$ cat src/rtl/alu_pkg.sv
// Shared definitions for the ALU and its sequencer: opcodes, sequencer states
// and default datapath widths.
package alu_pkg;

    localparam int DATA_W_DEF = 8;
    localparam int PC_W_DEF   = 8;

    localparam logic [3:0] OP_PASSB = 4'h0;
    localparam logic [3:0] OP_PASSA = 4'h1;
    localparam logic [3:0] OP_ADD   = 4'h2;
    localparam logic [3:0] OP_SUB   = 4'h3;
    localparam logic [3:0] OP_AND   = 4'h4;
    localparam logic [3:0] OP_INC   = 4'h5;
    localparam logic [3:0] OP_DEC   = 4'h6;
    localparam logic [3:0] OP_XOR   = 4'h7;
    localparam logic [3:0] OP_NOP   = 4'h8;
    localparam logic [3:0] OP_CLR   = 4'h9;
    localparam logic [3:0] OP_IOR   = 4'hA;
    localparam logic [3:0] OP_SWAP  = 4'hB;
    localparam logic [3:0] OP_JMP   = 4'hC;
    localparam logic [3:0] OP_JZ    = 4'hD;
    localparam logic [3:0] OP_JC    = 4'hE;
    localparam logic [3:0] OP_HALT  = 4'hF;

    typedef enum logic [1:0] {
        SEQ_IDLE   = 2'd0,
        SEQ_FETCH  = 2'd1,
        SEQ_EXEC   = 2'd2,
        SEQ_HALTED = 2'd3
    } seq_state_e;

    // Opcodes whose ALU result is written back into acc/carry.
    function automatic logic op_writes_acc(input logic [3:0] op);
        return (op <= OP_SWAP) && (op != OP_NOP);
    endfunction

endpackage

$ cat src/rtl/alu_seq_if.sv
// Bus between the sequencer (master), the program ROM and the combinational ALU.
interface alu_seq_if #(
    parameter int DATA_W = 8,
    parameter int PC_W   = 8
);
    // Fetch handshake: the master raises imem_req with imem_addr and holds both
    // unchanged until it samples imem_ack high on a rising edge; imem_data is
    // captured on that same edge. imem_ack is ignored while imem_req is low.
    logic              imem_req;
    logic [PC_W-1:0]   imem_addr;
    logic              imem_ack;
    logic [DATA_W+3:0] imem_data;

    logic [3:0]        alu_inst;
    logic [DATA_W-1:0] alu_a;
    logic [DATA_W-1:0] alu_b;
    logic [DATA_W:0]   alu_ans;

    modport master (
        output imem_req, imem_addr, alu_inst, alu_a, alu_b,
        input  imem_ack, imem_data, alu_ans
    );

    modport slave (
        input  imem_req, imem_addr, alu_inst, alu_a, alu_b,
        output imem_ack, imem_data, alu_ans
    );
endinterface

$ cat src/rtl/alu_seq_acc_reg.sv
// Accumulator and carry flag, loaded together from the ALU result when enabled.
module acc_reg #(
    parameter int DATA_W = 8
) (
    input  logic              clk,
    input  logic              reset,
    input  logic              we,
    input  logic [DATA_W:0]   ans,
    output logic [DATA_W-1:0] acc,
    output logic              carry
);
    logic [DATA_W-1:0] acc_d, acc_q;
    logic              carry_d, carry_q;

    always_comb begin
        acc_d   = acc_q;
        carry_d = carry_q;
        if (we) begin
            acc_d   = ans[DATA_W-1:0];
            carry_d = ans[DATA_W];
        end
    end

    always_ff @(posedge clk or negedge reset) begin
        if (!reset) begin
            acc_q   <= '0;
            carry_q <= 1'b0;
        end else begin
            acc_q   <= acc_d;
            carry_q <= carry_d;
        end
    end

    assign acc   = acc_q;
    assign carry = carry_q;
endmodule

$ cat src/rtl/alu_seq.sv
// Single-accumulator sequencer: fetches instructions, drives the ALU, writes
// results back, and executes jumps and HALT itself.
module alu_seq
    import alu_pkg::*;
#(
    parameter int DATA_W = DATA_W_DEF,
    parameter int PC_W   = PC_W_DEF
) (
    input  logic              clk,
    input  logic              reset,
    input  logic              run,
    alu_seq_if.master         bus,
    output logic [DATA_W-1:0] acc,
    output logic              carry,
    output logic              halted,
    output logic [1:0]        dbg_state
);
    localparam logic [1:0] ST_IDLE   = 2'(SEQ_IDLE);
    localparam logic [1:0] ST_FETCH  = 2'(SEQ_FETCH);
    localparam logic [1:0] ST_EXEC   = 2'(SEQ_EXEC);
    localparam logic [1:0] ST_HALTED = 2'(SEQ_HALTED);

    logic [1:0]        state_d, state_q;
    logic [PC_W-1:0]   pc_d, pc_q;
    logic [DATA_W+3:0] ir_d, ir_q;
    logic [3:0]        opcode;
    logic [PC_W-1:0]   pc_inc;
    logic [PC_W-1:0]   target;
    logic [3:0]        alu_inst_c;
    logic              acc_we;

    assign opcode = ir_q[DATA_W+3:DATA_W];
    assign pc_inc = pc_q + PC_W'(1);
    assign target = ir_q[PC_W-1:0];

    always_comb begin
        state_d    = state_q;
        pc_d       = pc_q;
        ir_d       = ir_q;
        alu_inst_c = OP_NOP;
        acc_we     = 1'b0;
        case (state_q)
            ST_IDLE: if (run) state_d = ST_FETCH;
            ST_FETCH: begin
                if (bus.imem_ack) begin
                    ir_d    = bus.imem_data;
                    state_d = ST_EXEC;
                end
            end
            ST_EXEC: begin
                if (opcode == OP_HALT) begin
                    state_d = ST_HALTED;
                end else begin
                    state_d = run ? ST_FETCH : ST_IDLE;
                    case (opcode)
                        OP_JMP:  pc_d = target;
                        OP_JZ:   pc_d = (acc == '0) ? target : pc_inc;
                        OP_JC:   pc_d = carry ? target : pc_inc;
                        default: pc_d = pc_inc;
                    endcase
                end
                if (op_writes_acc(opcode)) begin
                    alu_inst_c = opcode;
                    acc_we     = 1'b1;
                end
            end
            default: if (!run) state_d = ST_IDLE;
        endcase
    end

    always_ff @(posedge clk or negedge reset) begin
        if (!reset) begin
            state_q <= ST_IDLE;
            pc_q    <= '0;
            ir_q    <= '0;
        end else begin
            state_q <= state_d;
            pc_q    <= pc_d;
            ir_q    <= ir_d;
        end
    end

    acc_reg #(.DATA_W(DATA_W)) u_acc_reg (
        .clk   (clk),
        .reset (reset),
        .we    (acc_we),
        .ans   (bus.alu_ans),
        .acc   (acc),
        .carry (carry)
    );

    assign bus.imem_req  = (state_q == ST_FETCH);
    assign bus.imem_addr = pc_q;
    assign bus.alu_inst  = alu_inst_c;
    assign bus.alu_a     = acc;
    assign bus.alu_b     = ir_q[DATA_W-1:0];
    assign halted        = (state_q == ST_HALTED);
    assign dbg_state     = state_q;
endmodule

$ cat src/flat_wrapper.sv
// flat-port wrapper written by rule: the top's interface ports become plain ports
module alu_seq_flat import alu_pkg::*;
#(
    parameter int DATA_W = DATA_W_DEF,
    parameter int PC_W   = PC_W_DEF
)
  (clk, reset, run, acc, carry, halted, dbg_state, bus_imem_req, bus_imem_addr, bus_alu_inst, bus_alu_a, bus_alu_b, bus_imem_ack, bus_imem_data, bus_alu_ans);
  alu_seq_if #(.DATA_W(DATA_W), .PC_W(PC_W)) bus_i ();
  input  logic clk;
  input  logic reset;
  input  logic run;
  output logic [DATA_W-1:0] acc;
  output logic carry;
  output logic halted;
  output logic [1:0] dbg_state;
  output wire logic [$bits(bus_i.imem_req)-1:0] bus_imem_req;
  output wire logic [$bits(bus_i.imem_addr)-1:0] bus_imem_addr;
  output wire logic [$bits(bus_i.alu_inst)-1:0] bus_alu_inst;
  output wire logic [$bits(bus_i.alu_a)-1:0] bus_alu_a;
  output wire logic [$bits(bus_i.alu_b)-1:0] bus_alu_b;
  input wire logic [$bits(bus_i.imem_ack)-1:0] bus_imem_ack;
  input wire logic [$bits(bus_i.imem_data)-1:0] bus_imem_data;
  input wire logic [$bits(bus_i.alu_ans)-1:0] bus_alu_ans;
  assign bus_imem_req = bus_i.imem_req;
  assign bus_imem_addr = bus_i.imem_addr;
  assign bus_alu_inst = bus_i.alu_inst;
  assign bus_alu_a = bus_i.alu_a;
  assign bus_alu_b = bus_i.alu_b;
  assign bus_i.imem_ack = bus_imem_ack;
  assign bus_i.imem_data = bus_imem_data;
  assign bus_i.alu_ans = bus_alu_ans;
  alu_seq #(.DATA_W(DATA_W), .PC_W(PC_W)) u_core (.clk(clk), .reset(reset), .run(run), .bus(bus_i), .acc(acc), .carry(carry), .halted(halted), .dbg_state(dbg_state));
endmodule
$ cat config.mk
export PLATFORM = sky130hd
export DESIGN_NAME = alu_seq_flat
export DESIGN_NICKNAME = d
export VERILOG_FILES = /design/src/rtl/alu_pkg.sv /design/src/rtl/alu_seq_if.sv /design/src/rtl/alu_seq_acc_reg.sv /design/src/rtl/alu_seq.sv /design/src/flat_wrapper.sv
export SDC_FILE = /design/constraint.sdc
export NUM_CORES = 1
export LEC_CHECK = 0
export ABC_AREA = 1
export CORE_ASPECT_RATIO = 1.5
export CORE_UTILIZATION = 50
export CTS_BUF_LIST = sky130_fd_sc_hd__clkbuf_8
export DETAILED_ROUTE_END_ITERATION = 10
export PLACE_DENSITY_LB_ADDON = 0.2
export SLEW_MARGIN = 20
export SYNTH_ARGS = -nofsm -noshare
export SYNTH_HDL_FRONTEND = slang
export SYNTH_SLANG_ARGS = --single-unit
export TNS_END_PERCENT = 50
$ cat constraint.sdc
create_clock -name clk -period 2.8 [get_ports clk]
set_clock_uncertainty 0.15 [all_clocks]
set_input_delay 0.28 -clock clk [delete_from_list [all_inputs] [get_ports clk]]
set_output_delay 0.28 -clock clk [all_outputs]
set_load 0.05 [all_outputs]
Word level (Yosys, flattened, before mapping)
Cells that the tools add are included.
{"block": "word_totals", "register_bits": 31, "output_inout_bits": 41, "elab_cells": 38}
{"block": "classes", "bitwise": 1, "n_eq_ne": 11, "n_addsub": 1, "n_reduce_logical": 6, "n_lt_le_gt_ge": 1, "muxes": 13}
{"op": "$pmux 8 s3", "count": 1}
{"op": "$eq 4x4->1 const B", "count": 4}
{"op": "$mux 8", "count": 2}
{"op": "$add 8x1->8 const B", "count": 1}
{"op": "$logic_not 8->1", "count": 1}
{"op": "$mux 2", "count": 4}
{"op": "$mux 4", "count": 2}
{"op": "$pmux 2 s3", "count": 1}
{"op": "$eq 2x2->1 const B", "count": 2}
{"op": "$le 4x4->1 const B", "count": 1}
{"op": "$ne 4x1->1 const B", "count": 1}
{"op": "$ne 4x4->1 const B", "count": 1}
{"op": "$reduce_and 2->1", "count": 2}
{"op": "$mux 1", "count": 3}
{"op": "$reduce_and 3->1", "count": 1}
{"op": "$eq 2x1->1 const B", "count": 1}
{"op": "$logic_not 2->1", "count": 1}
{"op": "$ne 2x1->1 const B", "count": 1}
{"op": "$ne 2x2->1 const B", "count": 1}
{"op": "$logic_and 1x1->1", "count": 1}
{"op": "$not 1->1", "count": 1}

Longest topological paths before layout
{"block": "depth", "depth_word": 4, "depth_mapped": 10}

Cells and area by module
Synthesis repeated with hierarchy kept, for this count alone.
{"block": "hier_totals", "hier_cells": 237, "hier_area_um2": 1759.2}
{"module": "alu_seq", "cells_per_inst": 199, "instances": 1, "area_per_inst_um2": 1417.6}
{"module": "acc_reg", "cells_per_inst": 38, "instances": 1, "area_per_inst_um2": 341.6}

Worst setup path before layout
OpenSTA, ideal clock, no wires.
{"block": "synth_path", "path_kind": "reg-to-output", "from": "register u_core.state_q[0], in the netlist u_core.dbg_state[0]", "to": "output port bus_alu_inst[2]", "n_path_buf": 0, "path_stages_with_launch": 6, "arrival_time_ns": 2.125, "path_slack_ns": 0.245, "path_cell_list": "dfrtp_1 > inv_1 > ha_1 > inv_1 > or2_2 > nor2_1"}
{"block": "synth_via", "elab_chain_cells": 2}
{"item": "start: declaration", "line_no": "alu_seq.sv:23", "source": "logic [1:0] state_d, state_q;"}
{"item": "start signal: assignment", "line_no": "alu_seq.sv:77", "source": "state_q <= state_d;"}
{"item": "$eq 2x2->1", "line_no": "alu_seq.sv:42", "source": "case (state_q)"}
{"item": "$mux 4", "line_no": "alu_seq.sv:42"}
{"item": "end: declaration", "line_no": "flat_wrapper.sv:18", "source": "output wire logic [$bits(bus_i.alu_inst)-1:0] bus_alu_inst;"}
Every way passes these cells.

Final worst setup path
{"block": "layout_path", "from": "register u_core.state_q[0], in the netlist u_core.dbg_state[0]", "to": "output port bus_alu_inst[3]"}
Same word-level chain as after synthesis.

==> flow_summary.html <==
<table>
<tr><th>Metric</th><th>Value</th></tr>
<tr><th colspan="2">Final layout</th></tr>
<tr><td>Count of nets after finishing</td><td>312</td></tr>
<tr><td>Share of post-route cells with drive strength above 1</td><td>0.138</td></tr>
<tr><td>Layout-stage area growth over the synthesis result</td><td>35.2%</td></tr>
<tr><td>Antenna Diode Count</td><td>0</td></tr>
<tr><td>Number of flip-flops in the largest register</td><td>12</td></tr>
<tr><th colspan="2">Die</th></tr>
<tr><td>Floorplan die width</td><td>51.9 um</td></tr>
<tr><td>Number of top-level pins</td><td>66</td></tr>
<tr><td>Die Outline Area</td><td>3990 um^2</td></tr>
<tr><td>Core ar.</td><td>3480 um^2</td></tr>
<tr><td>DIE HEIGHT</td><td>76.8 um</td></tr>
<tr><td>Starting density of the core</td><td>0.536</td></tr>
<tr><td># rows</td><td>26</td></tr>
<tr><th colspan="2">Clock network</th></tr>
<tr><td>Clock-pin slew reported for the worst setup and hold paths after clock tree synthesis</td><td>70 ps</td></tr>
<tr><td>Clock latency at the later pin of the worst-skew pair</td><td>280 ps</td></tr>
<tr><td>Number of instances resized during post-cts repair</td><td>0</td></tr>
<tr><td>Hold-fix buffer count after cts</td><td>0</td></tr>
<tr><td>Number of buffers created by CTS</td><td>5</td></tr>
<tr><td>Level count of the clock H-tree</td><td>2</td></tr>
<tr><td>Clock sinks</td><td>31</td></tr>
<tr><td>Clock tree from TritonCTS</td><td>built</td></tr>
<tr><td>Setup Buffers After CTS</td><td>0</td></tr>
<tr><td>Clock root buffer</td><td>sky130_fd_sc_hd__clkbuf_8</td></tr>
<tr><td>Maximum clock path buffer count</td><td>2</td></tr>
<tr><th colspan="2">Global route</th></tr>
<tr><td>GRT Resource Usage Total</td><td>0.224</td></tr>
<tr><td>Remaining global-route overflow</td><td>0</td></tr>
<tr><td>Antenna violations before repair</td><td>0</td></tr>
<tr><td>Number of global-route vias before repair</td><td>1628</td></tr>
<tr><td>Wire length of the first global-routing pass</td><td>6790 um</td></tr>
<tr><td>Maximum number of pins on one net before global-route repair</td><td>32</td></tr>
<tr><th colspan="2">Drt</th></tr>
<tr><td>Final ANT Viol Nets</td><td>0</td></tr>
<tr><td>Vias per cell</td><td>4.90</td></tr>
<tr><td>Average routed wire per standard cell</td><td>12.4 um</td></tr>
<tr><td>Initial drt markers</td><td>26</td></tr>
<tr><td>Remaining routing DRC violations</td><td>0</td></tr>
<tr><td>Via count</td><td>1592</td></tr>
<tr><td>1st-pass router iterations</td><td>4</td></tr>
<tr><td>Total detailed-routing wirelength</td><td>4040 um</td></tr>
<tr><th colspan="2">Timing</th></tr>
<tr><td>Highest clock rate</td><td>0.394 GHz</td></tr>
<tr><td>Relative slew slack</td><td>0.534</td></tr>
<tr><td>Worst slew pin tran</td><td>698 ps</td></tr>
<tr><td>Final hold violation count</td><td>0</td></tr>
<tr><td>Time the worst path needs with I/O delays and setup</td><td>2540 ps</td></tr>
<tr><td>Final Slew Violations</td><td>0</td></tr>
<tr><td>RSZ-0062 raised after global routing</td><td>no</td></tr>
<tr><td>Setup_tns</td><td>0 ps</td></tr>
<tr><td>Setup violation total in the final timing report</td><td>0</td></tr>
<tr><td>Share of the clock period used by the worst path after layout</td><td>0.907</td></tr>
<tr><th colspan="2">Worst setup path</th></tr>
<tr><td>Critical R2R Capture</td><td>u_core.ir_q[0]$_DFFE_PN0P_</td></tr>
<tr><td>Setup crit start kind</td><td>flip-flop</td></tr>
<tr><td>Cell type group with the largest total delay on the critical path</td><td>buffers and inverters</td></tr>
<tr><td>Buffers plus inverters on the worst setup path</td><td>3</td></tr>
<tr><td>Capturing element type of the critical path</td><td>primary output</td></tr>
<tr><td>Instance count on the critical path</td><td>5</td></tr>
<tr><td>Req. time, crit path</td><td>2370 ps</td></tr>
<tr><td>Crit path top cell by count</td><td>sky130_fd_sc_hd__inv_1</td></tr>
<tr><td>Critical Path Source</td><td>u_core.dbg_state[0]$_DFFE_PN0P_</td></tr>
<tr><td>Worst R2R Start</td><td>u_core.dbg_state[1]$_DFFE_PN0P_</td></tr>
<tr><td>CP cell instances</td><td>inv_1, ha_1, inv_1, or2_2, clkdlybuf4s50_1</td></tr>
<tr><td>Crit-path max cell delay</td><td>710 ps</td></tr>
<tr><td>Worst setup path class</td><td>flip-flop to primary output</td></tr>
<tr><td>Cell with the largest stage delay on the worst path</td><td>sky130_fd_sc_hd__clkdlybuf4s50_1</td></tr>
<tr><td>Worst Path Max Fanout</td><td>6</td></tr>
<tr><td>Register-to-Register Path Depth</td><td>4</td></tr>
<tr><td>Data arrival time of the critical path</td><td>2110 ps</td></tr>
<tr><td>Worst setup path endpoint</td><td>bus_alu_inst[3]</td></tr>
<tr><td>Flop-to-flop setup slack</td><td>890 ps</td></tr>
<tr><th colspan="2">Synth</th></tr>
<tr><td>Sequential area share after synthesis</td><td>0.416</td></tr>
<tr><td>Number of warnings printed during yosys synthesis</td><td>0</td></tr>
<tr><td>Netlist Area Pre-Place</td><td>1870 um^2</td></tr>
<tr><td>Mean Syn Cell Area</td><td>8.22 um^2</td></tr>
<tr><td>Unique cell type count in the Yosys netlist</td><td>32</td></tr>
<tr><td>Post-synthesis register bit count</td><td>31</td></tr>
<tr><td>Gate count after technology mapping</td><td>227</td></tr>
<tr><td>Synthesized netlist net count</td><td>257</td></tr>
<tr><th colspan="2">Placed design</th></tr>
<tr><td>Number of port buffers</td><td>65</td></tr>
<tr><td>Post-detailed-placement half-perimeter wirelength</td><td>2970 um</td></tr>
<tr><td>Weighted congestion reported at the end of routability-driven placement</td><td>0.824</td></tr>
<tr><th colspan="2">Min path</th></tr>
<tr><td>Class of the tightest hold or removal check</td><td>input pin to async pin</td></tr>
<tr><th colspan="2">Job</th></tr>
<tr><td>Count of maximum capacitance violations</td><td>0</td></tr>
<tr><th colspan="2">Status</th></tr>
<tr><td>Run status</td><td>finished clean</td></tr>
</table>
[synth_stat cells (all sizes together)]
cell type	instances	share of area
dfrtp	31	0.42
mux2	12	0.084
a211oi	1	0.0040
o21ai	3	0.010
nor3	3	0.013
buf	19	0.077
o211ai	2	0.011
nand3b	2	0.0080
xnor2	1	0.0047
nor2	40	0.082
a21oi	10	0.029
ha	5	0.034
nand3	15	0.046
xor2	1	0.0047
nand2	50	0.11
clkbuf	1	0.0020
inv	28	0.056
or2	2	0.0067
o21bai	1	0.0040
[worst min-delay path by stage]
| stage | start | endpoint | cells after the start |
|---|---|---|---|
| 3_3_place_gp | u_core.bus.imem_addr[7]$_DFFE_PN0P_ | u_core.bus.imem_addr[7]$_DFFE_PN0P_ | 2 |
| 3_5_place_dp | u_core.bus.imem_addr[7]$_DFFE_PN0P_ | u_core.bus.imem_addr[7]$_DFFE_PN0P_ | 2 |
| 2_1_floorplan | reset | u_core.bus.imem_addr[0]$_DFFE_PN0P_ | 0 |
| 6_report | reset | u_core.u_acc_reg.acc[3]$_DFFE_PN0P_ | 2 |
| 4_1_cts | reset | u_core.ir_q[9]$_DFFE_PN0P_ | 2 |
| 5_1_grt | reset | u_core.bus.imem_addr[2]$_DFFE_PN0P_ | 2 |
[cell usage in the layout (no fill, tap or decap), types with 2 or more instances in the layout]
master and count:
sky130_fd_sc_hd__inv_2 5, sky130_fd_sc_hd__dfrtp_1 31, sky130_fd_sc_hd__buf_4 4, sky130_fd_sc_hd__nand2_1 46, sky130_fd_sc_hd__nor3_2 2, sky130_fd_sc_hd__clkbuf_8 5, sky130_fd_sc_hd__nand3_2 2, sky130_fd_sc_hd__mux2_1 2
sky130_fd_sc_hd__nor2_1 39, sky130_fd_sc_hd__a21oi_1 9, sky130_fd_sc_hd__inv_1 25, sky130_fd_sc_hd__o21ai_1 2, sky130_fd_sc_hd__mux2_4 6, sky130_fd_sc_hd__ha_1 5, sky130_fd_sc_hd__nand3_1 13, sky130_fd_sc_hd__clkdlybuf4s50_1 64
sky130_fd_sc_hd__nand3b_1 2, sky130_fd_sc_hd__nand2_2 3, sky130_fd_sc_hd__mux2_2 4, sky130_fd_sc_hd__or2_2 2
[final cells by class]
type | instances | area (um^2)
Fill cell | 290 | 957
Timing Repair Buffer | 68 | 671
Tap cell | 42 | 52.6
Multi-Input combinational cell | 148 | 838
Sequential cell | 31 | 776
Clock buffer | 5 | 68.8
Inverter | 28 | 105
Clock inverter | 3 | 12.5
[through the flow]
step           cells  cell area, um^2   util  hold slack, ps  setup WS (ps)
2_1_floorplan    227             1870      -            -166            245
3_3_place_gp     317             2440  0.702             359            590
3_5_place_dp     317             2440  0.702             366            572
4_1_cts          325             2520  0.725             250            251
5_1_grt          325             2520  0.725             293            181
6_report         325             2520  0.725             240            262
[cell families after synthesis]
group | count (synthesis) | share of synthesized area
mux | 12 | 0.0844
simple gates | 112 | 0.264
xor+xnor | 2 | 0.00939
compound gates | 17 | 0.0576
buf+inv | 48 | 0.135
flops | 31 | 0.416
fa+ha+maj | 5 | 0.0335
[metal layers]
| metal | GRT usage | wire (um) |
|---|---|---|
| met3 | 0.0556 | 160 |
| met5 | 0 | 0 |
| met4 | 0.0892 | 63 |
| met2 | 0.392 | 2200 |
| met1 | 0.246 | 1610 |
Power is not shown: default switching activity piles up to over one toggle a cycle in this logic, so the estimate is an artifact.
